===== src/rtl/timing_spi_slave_resp_if.sv =====
// Pin-side and local-side signal bundle for the timing board SPI responder.
// The slave modport is the responder's view; the master modport is the view of whatever drives the pins and the local bus.
interface timing_spi_slave_resp_if #(
  parameter int FRAME_BITS = 16
);
  logic                  spi_clk;
  logic                  spi_csn;
  logic                  spi_mosi;
  logic                  spi_miso;
  logic                  rx_valid;
  logic [FRAME_BITS-1:0] rx_data;
  logic [FRAME_BITS-1:0] tx_data;
  logic                  tx_load;
  logic                  tx_ready;
  logic                  frame_err;
  logic [15:0]           rx_frame_cnt;

  modport slave (
    input  spi_clk, spi_csn, spi_mosi, tx_data, tx_load,
    output spi_miso, rx_valid, rx_data, tx_ready, frame_err, rx_frame_cnt
  );

  modport master (
    output spi_clk, spi_csn, spi_mosi, tx_data, tx_load,
    input  spi_miso, rx_valid, rx_data, tx_ready, frame_err, rx_frame_cnt
  );
endinterface


===== src/rtl/timing_spi_slave_resp.sv =====
// Mode-0 SPI responder, oversampled in clk_h: receives MOSI words, returns a preloaded word on MISO.
// state | meaning
// IDLE  | csn high, or low without a seen falling edge; MISO held at 0
// SHIFT | frame in progress: sample MOSI on clk rise, advance MISO on clk fall
// DONE  | full word delivered; extra clk rises flag overrun until csn rises
module timing_spi_slave_resp #(
  parameter int FRAME_BITS  = 16,
  parameter int SYNC_STAGES = 2
) (
  input  logic clk_h,
  input  logic rst,
  timing_spi_slave_resp_if.slave bus_if
);
  localparam int CW = $clog2(FRAME_BITS);

  typedef enum logic [1:0] {IDLE, SHIFT, DONE} state_t;

  state_t                state_q, state_d;
  logic [SYNC_STAGES-1:0] clk_sync_q, csn_sync_q, mosi_sync_q;
  logic                  clk_hist_q, csn_hist_q;
  logic [FRAME_BITS-1:0] rx_shift_q, rx_shift_d;
  logic [FRAME_BITS-1:0] tx_shift_q, tx_shift_d;
  logic [FRAME_BITS-1:0] tx_hold_q, tx_hold_d;
  logic [FRAME_BITS-1:0] rx_data_q, rx_data_d;
  logic [CW-1:0]         bit_cnt_q, bit_cnt_d;
  logic [15:0]           frame_cnt_q, frame_cnt_d;
  logic                  tx_ready_q, tx_ready_d;
  logic                  miso_q, miso_d;
  logic                  rx_valid_q, rx_valid_d;
  logic                  frame_err_q, frame_err_d;
  logic                  done_pend_q, done_pend_d;

  logic clk_s, csn_s, mosi_s;
  logic clk_rise, clk_fall, csn_rise, csn_fall, last_bit;

  assign clk_s    = clk_sync_q[SYNC_STAGES-1];
  assign csn_s    = csn_sync_q[SYNC_STAGES-1];
  assign mosi_s   = mosi_sync_q[SYNC_STAGES-1];
  assign clk_rise = clk_s & ~clk_hist_q;
  assign clk_fall = ~clk_s & clk_hist_q;
  assign csn_rise = csn_s & ~csn_hist_q;
  assign csn_fall = ~csn_s & csn_hist_q;
  assign last_bit = (bit_cnt_q == CW'(FRAME_BITS - 1));

  // Synchronisers reset low so a csn already low after reset never looks like a falling edge.
  always_ff @(posedge clk_h or posedge rst) begin
    if (rst) begin
      state_q     <= IDLE;
      clk_sync_q  <= '0;
      csn_sync_q  <= '0;
      mosi_sync_q <= '0;
      clk_hist_q  <= 1'b0;
      csn_hist_q  <= 1'b0;
      rx_shift_q  <= '0;
      tx_shift_q  <= '0;
      tx_hold_q   <= '0;
      rx_data_q   <= '0;
      bit_cnt_q   <= '0;
      frame_cnt_q <= '0;
      tx_ready_q  <= 1'b1;
      miso_q      <= 1'b0;
      rx_valid_q  <= 1'b0;
      frame_err_q <= 1'b0;
      done_pend_q <= 1'b0;
    end else begin
      state_q     <= state_d;
      clk_sync_q  <= {clk_sync_q[SYNC_STAGES-2:0], bus_if.spi_clk};
      csn_sync_q  <= {csn_sync_q[SYNC_STAGES-2:0], bus_if.spi_csn};
      mosi_sync_q <= {mosi_sync_q[SYNC_STAGES-2:0], bus_if.spi_mosi};
      clk_hist_q  <= clk_s;
      csn_hist_q  <= csn_s;
      rx_shift_q  <= rx_shift_d;
      tx_shift_q  <= tx_shift_d;
      tx_hold_q   <= tx_hold_d;
      rx_data_q   <= rx_data_d;
      bit_cnt_q   <= bit_cnt_d;
      frame_cnt_q <= frame_cnt_d;
      tx_ready_q  <= tx_ready_d;
      miso_q      <= miso_d;
      rx_valid_q  <= rx_valid_d;
      frame_err_q <= frame_err_d;
      done_pend_q <= done_pend_d;
    end
  end

  always_comb begin
    state_d = state_q;
    case (state_q)
      IDLE:    if (csn_fall) state_d = SHIFT;
      SHIFT: begin
        if (csn_rise)                  state_d = IDLE;
        else if (clk_rise && last_bit) state_d = DONE;
      end
      DONE:    if (csn_rise) state_d = IDLE;
      default: state_d = IDLE;
    endcase
  end

  always_comb begin
    rx_shift_d  = rx_shift_q;
    tx_shift_d  = tx_shift_q;
    tx_hold_d   = tx_hold_q;
    rx_data_d   = rx_data_q;
    bit_cnt_d   = bit_cnt_q;
    frame_cnt_d = frame_cnt_q;
    tx_ready_d  = tx_ready_q;
    miso_d      = miso_q;
    rx_valid_d  = 1'b0;
    frame_err_d = 1'b0;
    done_pend_d = 1'b0;

    if (bus_if.tx_load && tx_ready_q) begin
      tx_hold_d  = bus_if.tx_data;
      tx_ready_d = 1'b0;
    end

    // The word is published one cycle after its last bit is shifted in.
    if (done_pend_q) begin
      rx_data_d   = rx_shift_q;
      rx_valid_d  = 1'b1;
      frame_cnt_d = frame_cnt_q + 16'd1;
    end

    case (state_q)
      IDLE: begin
        miso_d = 1'b0;
        if (csn_fall) begin
          bit_cnt_d  = '0;
          tx_shift_d = tx_ready_q ? '0 : tx_hold_q;
          miso_d     = tx_ready_q ? 1'b0 : tx_hold_q[FRAME_BITS-1];
          tx_ready_d = 1'b1;
        end
      end
      SHIFT: begin
        if (csn_rise) begin
          frame_err_d = 1'b1;
          miso_d      = 1'b0;
        end else if (clk_rise) begin
          rx_shift_d  = {rx_shift_q[FRAME_BITS-2:0], mosi_s};
          bit_cnt_d   = bit_cnt_q + 1'b1;
          done_pend_d = last_bit;
        end else if (clk_fall) begin
          tx_shift_d = {tx_shift_q[FRAME_BITS-2:0], 1'b0};
          miso_d     = tx_shift_q[FRAME_BITS-2];
        end
      end
      DONE: begin
        miso_d = 1'b0;
        if (!csn_rise && clk_rise) frame_err_d = 1'b1;
      end
      default: miso_d = 1'b0;
    endcase
  end

  assign bus_if.spi_miso     = miso_q;
  assign bus_if.rx_valid     = rx_valid_q;
  assign bus_if.rx_data      = rx_data_q;
  assign bus_if.tx_ready     = tx_ready_q;
  assign bus_if.frame_err    = frame_err_q;
  assign bus_if.rx_frame_cnt = frame_cnt_q;
endmodule


===== src/flat_wrapper.sv =====
// flat-port wrapper written by rule: the top's interface ports become plain ports
module timing_spi_slave_resp_flat 
#(
  parameter int FRAME_BITS  = 16,
  parameter int SYNC_STAGES = 2
)
  (clk_h, rst, bus_if_spi_clk, bus_if_spi_csn, bus_if_spi_mosi, bus_if_tx_data, bus_if_tx_load, bus_if_spi_miso, bus_if_rx_valid, bus_if_rx_data, bus_if_tx_ready, bus_if_frame_err, bus_if_rx_frame_cnt);
  timing_spi_slave_resp_if #(.FRAME_BITS(FRAME_BITS)) bus_if_i ();
  input  logic clk_h;
  input  logic rst;
  input wire logic [$bits(bus_if_i.spi_clk)-1:0] bus_if_spi_clk;
  input wire logic [$bits(bus_if_i.spi_csn)-1:0] bus_if_spi_csn;
  input wire logic [$bits(bus_if_i.spi_mosi)-1:0] bus_if_spi_mosi;
  input wire logic [$bits(bus_if_i.tx_data)-1:0] bus_if_tx_data;
  input wire logic [$bits(bus_if_i.tx_load)-1:0] bus_if_tx_load;
  output wire logic [$bits(bus_if_i.spi_miso)-1:0] bus_if_spi_miso;
  output wire logic [$bits(bus_if_i.rx_valid)-1:0] bus_if_rx_valid;
  output wire logic [$bits(bus_if_i.rx_data)-1:0] bus_if_rx_data;
  output wire logic [$bits(bus_if_i.tx_ready)-1:0] bus_if_tx_ready;
  output wire logic [$bits(bus_if_i.frame_err)-1:0] bus_if_frame_err;
  output wire logic [$bits(bus_if_i.rx_frame_cnt)-1:0] bus_if_rx_frame_cnt;
  assign bus_if_i.spi_clk = bus_if_spi_clk;
  assign bus_if_i.spi_csn = bus_if_spi_csn;
  assign bus_if_i.spi_mosi = bus_if_spi_mosi;
  assign bus_if_i.tx_data = bus_if_tx_data;
  assign bus_if_i.tx_load = bus_if_tx_load;
  assign bus_if_spi_miso = bus_if_i.spi_miso;
  assign bus_if_rx_valid = bus_if_i.rx_valid;
  assign bus_if_rx_data = bus_if_i.rx_data;
  assign bus_if_tx_ready = bus_if_i.tx_ready;
  assign bus_if_frame_err = bus_if_i.frame_err;
  assign bus_if_rx_frame_cnt = bus_if_i.rx_frame_cnt;
  timing_spi_slave_resp #(.FRAME_BITS(FRAME_BITS), .SYNC_STAGES(SYNC_STAGES)) u_core (.clk_h(clk_h), .rst(rst), .bus_if(bus_if_i));
endmodule

===== config.mk =====
export PLATFORM = sky130hd
export DESIGN_NAME = timing_spi_slave_resp_flat
export DESIGN_NICKNAME = d
export VERILOG_FILES = /design/src/rtl/timing_spi_slave_resp_if.sv /design/src/rtl/timing_spi_slave_resp.sv /design/src/flat_wrapper.sv
export SDC_FILE = /design/constraint.sdc
export NUM_CORES = 1
export LEC_CHECK = 0
export ABC_CLOCK_PERIOD_IN_PS = 4100
export BUFFER_PORTS_ARGS = -buffer_cell sky130_fd_sc_hd__buf_2
export CAP_MARGIN = 40
export CORE_UTILIZATION = 30
export CTS_CLUSTER_DIAMETER = 100
export CTS_CLUSTER_SIZE = 20
export DETAILED_ROUTE_END_ITERATION = 12
export SETUP_SLACK_MARGIN = 0.15
export SYNTH_ARGS = -nofsm -noshare
export SYNTH_HDL_FRONTEND = slang
export SYNTH_SLANG_ARGS = --single-unit

===== constraint.sdc =====
create_clock -name clk_h -period 4.1 [get_ports clk_h]
set_clock_uncertainty 0.2 [all_clocks]
set_input_delay 0.82 -clock clk_h [delete_from_list [all_inputs] [get_ports clk_h]]
set_output_delay 0.82 -clock clk_h [all_outputs]
set_load 0.01 [all_outputs]

# --- Word-level counts from Yosys, hierarchy flattened ---
# Index checks and enable logic that the tools add are counted.
classes:
  n_addsub: 2
  n_eq_ne: 12
  n_mux: 31
  bitwise: 9
  reduce_logical: 11
op_table:
  columns: ["op", "n"]
  rows:
  - ["$mux 15", 5]
  - ["$pmux 15 s2", 1]
  - ["$add 16x1->16 const B", 1]
  - ["$mux 1", 14]
  - ["$mux 4", 3]
  - ["$mux 2", 4]
  - ["$ne 2x1->1 const B", 4]
  - ["$pmux 4 s2", 1]
  - ["$ne 3x1->1 const B", 2]
  - ["$pmux 2 s3", 1]
  - ["$reduce_and 3->1", 2]
  - ["$not 1->1", 5]
  - ["$reduce_and 5->1", 1]
  - ["$add 4x1->4 const B", 1]
  - ["$and 1x1->1", 4]
  - ["$eq 4x4->1 const B", 1]
  - ["$ne 2x2->1 const B", 2]
  - ["$pmux 1 s2", 2]
  - ["$reduce_and 4->1", 1]
  - ["$logic_and 1x1->1", 3]
  - ["$ne 3x3->1 const B", 1]
  - ["$eq 2x1->1 const B", 1]
  - ["$eq 2x2->1 const B", 1]
  - ["$logic_not 2->1", 1]
  - ["other kinds (3)", 3]
word_totals:
  register_bits: 98
  inputBits: 22
  out_inout_bits: 36
  wordCells: 82

# --- Logic depth before layout (Yosys ltp) ---
depth:
  ltp_word: 6
  mapped_depth: 8
  mapped_depth_nobuf: 6

# --- Least setup slack after synthesis ---
# OpenSTA, ideal clock, no wires.
synth_path:
  kind: "register to register"
  startpoint: "register u_core.state_q[0]"
  endpoint: "register u_core.tx_shift_q[1]"
  setup_time_ps: 125
  t_arrival_ps: 1708
  t_required_ps: 3775
  path_slack_ps: 2067
  path_stages_with_launch: 9
  path_buffers: 2
  synth_period_minus_slack_ps: 2033
  cell_sequence: "dfrtp_1 -> inv_1 -> ha_1 -> buf_6 -> mux2i_1 -> a211oi_2 -> nor2_2 -> buf_6 -> mux2_4"
synth_via:
  elab_chain_len: 3
  elab_cells_between_ends: 9
  cone_classes: "eq/ne (5); mux (1); reduce/logical (3)"
synth_rtl:
  columns: ["element", "line", "source"]
  rows:
  - ["from (decl)", "timing_spi_slave_resp.sv:18", "state_t state_q, state_d;"]
  - ["from (signal assigned)", "timing_spi_slave_resp.sv:66", "state_q <= state_d;"]
  - ["$eq 2x1->1 or $logic_not 2->1 (tied branches)", "timing_spi_slave_resp.sv:124", "case (state_q)"]
  - ["$ne 2x2->1 (no source line), or another cell as far along", null, null]
  - ["$reduce_and 5->1 (no source line)", null, null]
  - ["to (signal assigned)", "timing_spi_slave_resp.sv:73", "tx_shift_q <= tx_shift_d;"]
  - ["to (decl)", "timing_spi_slave_resp.sv:22", "logic [FRAME_BITS-1:0] tx_shift_q, tx_shift_d;"]
# Parallel ways exist; a longest one is shown, timed or not.
# A chain may end at the register's enable or synchronous reset.

# --- Final worst setup path ---
layout_path:
  startpoint: "register u_core.state_q[1]"
  endpoint: "register u_core.tx_shift_q[5]"
# The elaborated chain is that of the path after synthesis.

==> out/qor.txt <==
post-synthesis adder-cell area fraction - 1.53%
1st-iter DRT viols - 83
Clock Sinks - 98
Compound-Gate Fraction of Synth Area - 5.58%
peak supply drop - 0.285 mV
crit start category - flip-flop
Post-CTS Setup Repair Bufs - 0
CTS max path bufs - 2
CP Data Required Time - 4120 ps
outcome - finished, final reports clean
warnings from Yosys - 0
simple logic cell fraction of the synthesized area - 8.46%
Slew Limit Fails - 0
synthesized area per cell - 13.4 um^2
DIE HEIGHT - 119 um
number of global-route vias before repair - 2644
fin crit period - 2450 ps
final setup vio count - 0
final WL - 7220 um
clock power share - 29.0%
die area - 14100 um^2
DIE WIDTH - 119 um
Top delay family on crit path - adder cells
Layout Nets - 394
post-layout util - 36.7%
first drt pass iteration count - 4
final cycle utilization of the critical path - 59.7%
# rows - 42
leakage - 2.42 nW
CTS tree - yes
# diodes - 0
crit path kind - reg2reg
grt met1 use - 13.9%
cell-internal power - 1.93 mW
met2 GRT Util - 18.5%
CTS Hold Bufs - 0
Power Dens Cells - 561 nW/um^2
I/O pins - 58
overall routing resource usage - 11.3%
Critical-path top delay cell - ha_1
gate count of the mapped netlist - 304
post-cts repair resize count - 0
Yosys reg bits - 98
count of cell types in the netlist - 45
Max Fanout on Critical Path - 20
routed len/inst - 13.2 um
biggest area consumer among synthesized cells - dfrtp_1
GP Congestion - 0.758
Final ANT Viol Nets - 0
count of final hold-check violations - 0
Synthesized Nets - 331
Post-synth EDFFs - 0
initial antenna violation count - 0
pin slew with the least headroom to its limit - 671 ps
Synth top area share - 59.4%
dpl hpwl - 5080 um
residual DRC count - 0
H-tree depth - 3
final setup TNS - 0 ps
vias - 2488
largest net degree at the start of global routing - 49
Synth area leaders - dfrtp_1 (59%), mux2_2 (14%), mux2i_1 (2.7%)
WP buf/inv - 2
Net Sw Frac - 29.3%
Max Fclk - 0.409 GHz
port bufs - 57
mux contribution to synthesized area - 18.0%
CTS root buf - clkbuf_16
CTS clk-pin slew, worst paths - 70 ps
CTS Buf Count - 9
CP endpoint kind - flip-flop
Logic pwr share - 23.0%
NetSw - 0.797 mW
largest family of logic cells by synthesized area - multiplexers
max cap viols - 0
initial core utilization - 30.8%
Synth Flop Type - dfrtp_1
Post-Synth XOR/XNOR Area - 3.22%
worst min path class - reg2reg
share of cells above drive strength 1 - 37.6%
global route overflow - 0
Sequential Power Share - 48.0%
Async S/R FF share, synth - 100%
grt met3 use - 3.52%
Worst slew margin - 55.2%
Area growth syn-to-layout - 18.9%
Clk Latency, worst-skew pair - 340 ps
first-pass GRT wire length - 12500 um
Crit path largest cell delay - 600 ps
RSZ-0062 raised after global routing - false
mapped cell area - 4080 um^2
register area share after synthesis - 60.1%
critical-path cell list - inv_1, ha_1, a211oi_2, nor2_2, buf_8, mux2_2
Via density - 4.54
Core ar. - 13200 um^2
WP data arrival - 2470 ps
busiest layer in global routing - met2
Fillers - 1306
==> layer usage <==
layer	vias up	share of wire, %
li1	1192	-
met1	1228	46
met2	58	48
met3	10	4.3
met4	0	1.5
met5	-	0
==> through the flow <==
step / std cells / instance area [um^2] / setup slack, ps / hold WS [ps] / power, mW
floorplan: 304 / 4080 / 520 / 131 / 1.82
global placement: 531 / 4560 / 1460 / 135 / 1.92
detailed placement: 532 / 4570 / 1640 / 136 / 1.97
CTS: 548 / 4860 / 1620 / 152 / 2.77
global route: 548 / 4860 / 1470 / 171 / 2.91
finish: 548 / 4860 / 1650 / 148 / 2.72
==> final cells by class <==
| type | instances | area [um^2] | share of cell area [%] |
|---|---|---|---|
| well taps | 176 | 220 | 4.53 |
| clock buffers | 9 | 225 | 4.64 |
| inverters | 17 | 66.3 | 1.37 |
| repair buffers | 62 | 330 | 6.80 |
| multi-input cells | 179 | 1500 | 30.9 |
| clock inverters | 7 | 61.3 | 1.26 |
| flip-flops and latches | 98 | 2450 | 50.5 |
==> worst register-to-register path, delay by kind of cell, from the launching register on <==
kind,cells,cell delay [ps]
AO/OA/AOI/OAI,1,160
adder cells (fa/ha/maj),1,600
buffers and inverters,2,310
flip-flops,1,380
multiplexers,1,340
AND/OR/NAND/NOR,1,360
==> placed cells by master, fill, tap and decap left out, drive strengths merged, types with 2 or more instances in the layout <==
cell type,n
a22o,6
dfrtp,97
mux2i,11
and2b,2
o31ai,4
ha,5
nand4,6
or4,2
o21ai,6
buf,62
nor2,5
nor3b,8
nand3,6
a21oi,13
inv,19
nand2,17
clkbuf,9
nor3,2
and4,3
mux2,55
clkinv,5
and2,3
xnor2,11
xor2,4
==> cells by family (layout without fill, tap and decap cells) <==
logic type | count (synthesis) | count (layout)
flip-flops | 98 | 98
AND/OR/NAND/NOR | 59 | 59
XOR/XNOR | 15 | 15
multiplexers | 66 | 66
adder cells (fa/ha/maj) | 5 | 5
AO/OA/AOI/OAI | 34 | 34
buffers and inverters | 27 | 95
==> power by group through the flow <==
stage,clock network (mW),registers (mW),logic (mW)
2_1_floorplan,0,1.28,0.542
3_3_place_gp,0,1.32,0.598
3_5_place_dp,0,1.33,0.640
4_1_cts,0.824,1.31,0.639
5_1_grt,0.863,1.34,0.711
6_report,0.789,1.31,0.627
==> path summary, 6_finish.rpt <==
path	startpoint	end	slack, ps	cells past startpoint
worst max-delay path	u_core.state_q[1]	u_core.tx_shift_q[5]	1650	6
worst min-delay path	u_core.mosi_sync_q[0]	u_core.mosi_sync_q[1]	150	0
worst max register to register	u_core.state_q[1]	u_core.tx_shift_q[5]	1650	6
worst min register to register	u_core.mosi_sync_q[0]	u_core.mosi_sync_q[1]	150	0
max in group asynchronous	rst	u_core.tx_shift_q[0]	2550	3
min in group asynchronous	rst	u_core.mosi_sync_q[0]	350	2
==> sequential cells by signal, indices dropped and copies added (netlist names) <==
signal	count
u_core.bus_if.tx_ready	1
u_core.clk_sync_q	2
u_core.bus_if.rx_data	16
u_core.state_q	2
u_core.mosi_sync_q	2
u_core.tx_hold_q	16
u_core.bus_if.rx_frame_cnt	16
u_core.csn_hist_q	1
u_core.bus_if.frame_err	1
u_core.bus_if.rx_valid	1
u_core.rx_shift_q	16
u_core.bit_cnt_q	4
u_core.bus_if.spi_miso	1
u_core.tx_shift_q	15
u_core.csn_sync_q	2
u_core.clk_hist_q	1
u_core.done_pend_q	1
==> Yosys cell counts, types with 2 or more instances <==
master,instances
a21oi_1,12
a22o_1,6
and2b_1,2
and4_1,3
buf_1,2
buf_2,2
buf_6,3
clkbuf_1,2
dfrtp_1,97
ha_1,5
inv_1,17
mux2_1,3
mux2_2,51
mux2i_1,11
nand2_1,16
nand3_1,6
nand4_1,6
nor2_1,4
nor3_1,2
nor3b_1,8
o21ai_0,5
o31ai_1,4
or4_1,2
xnor2_1,11
xor2_1,4
No activity file was read; power rests on OpenSTA's default activity.
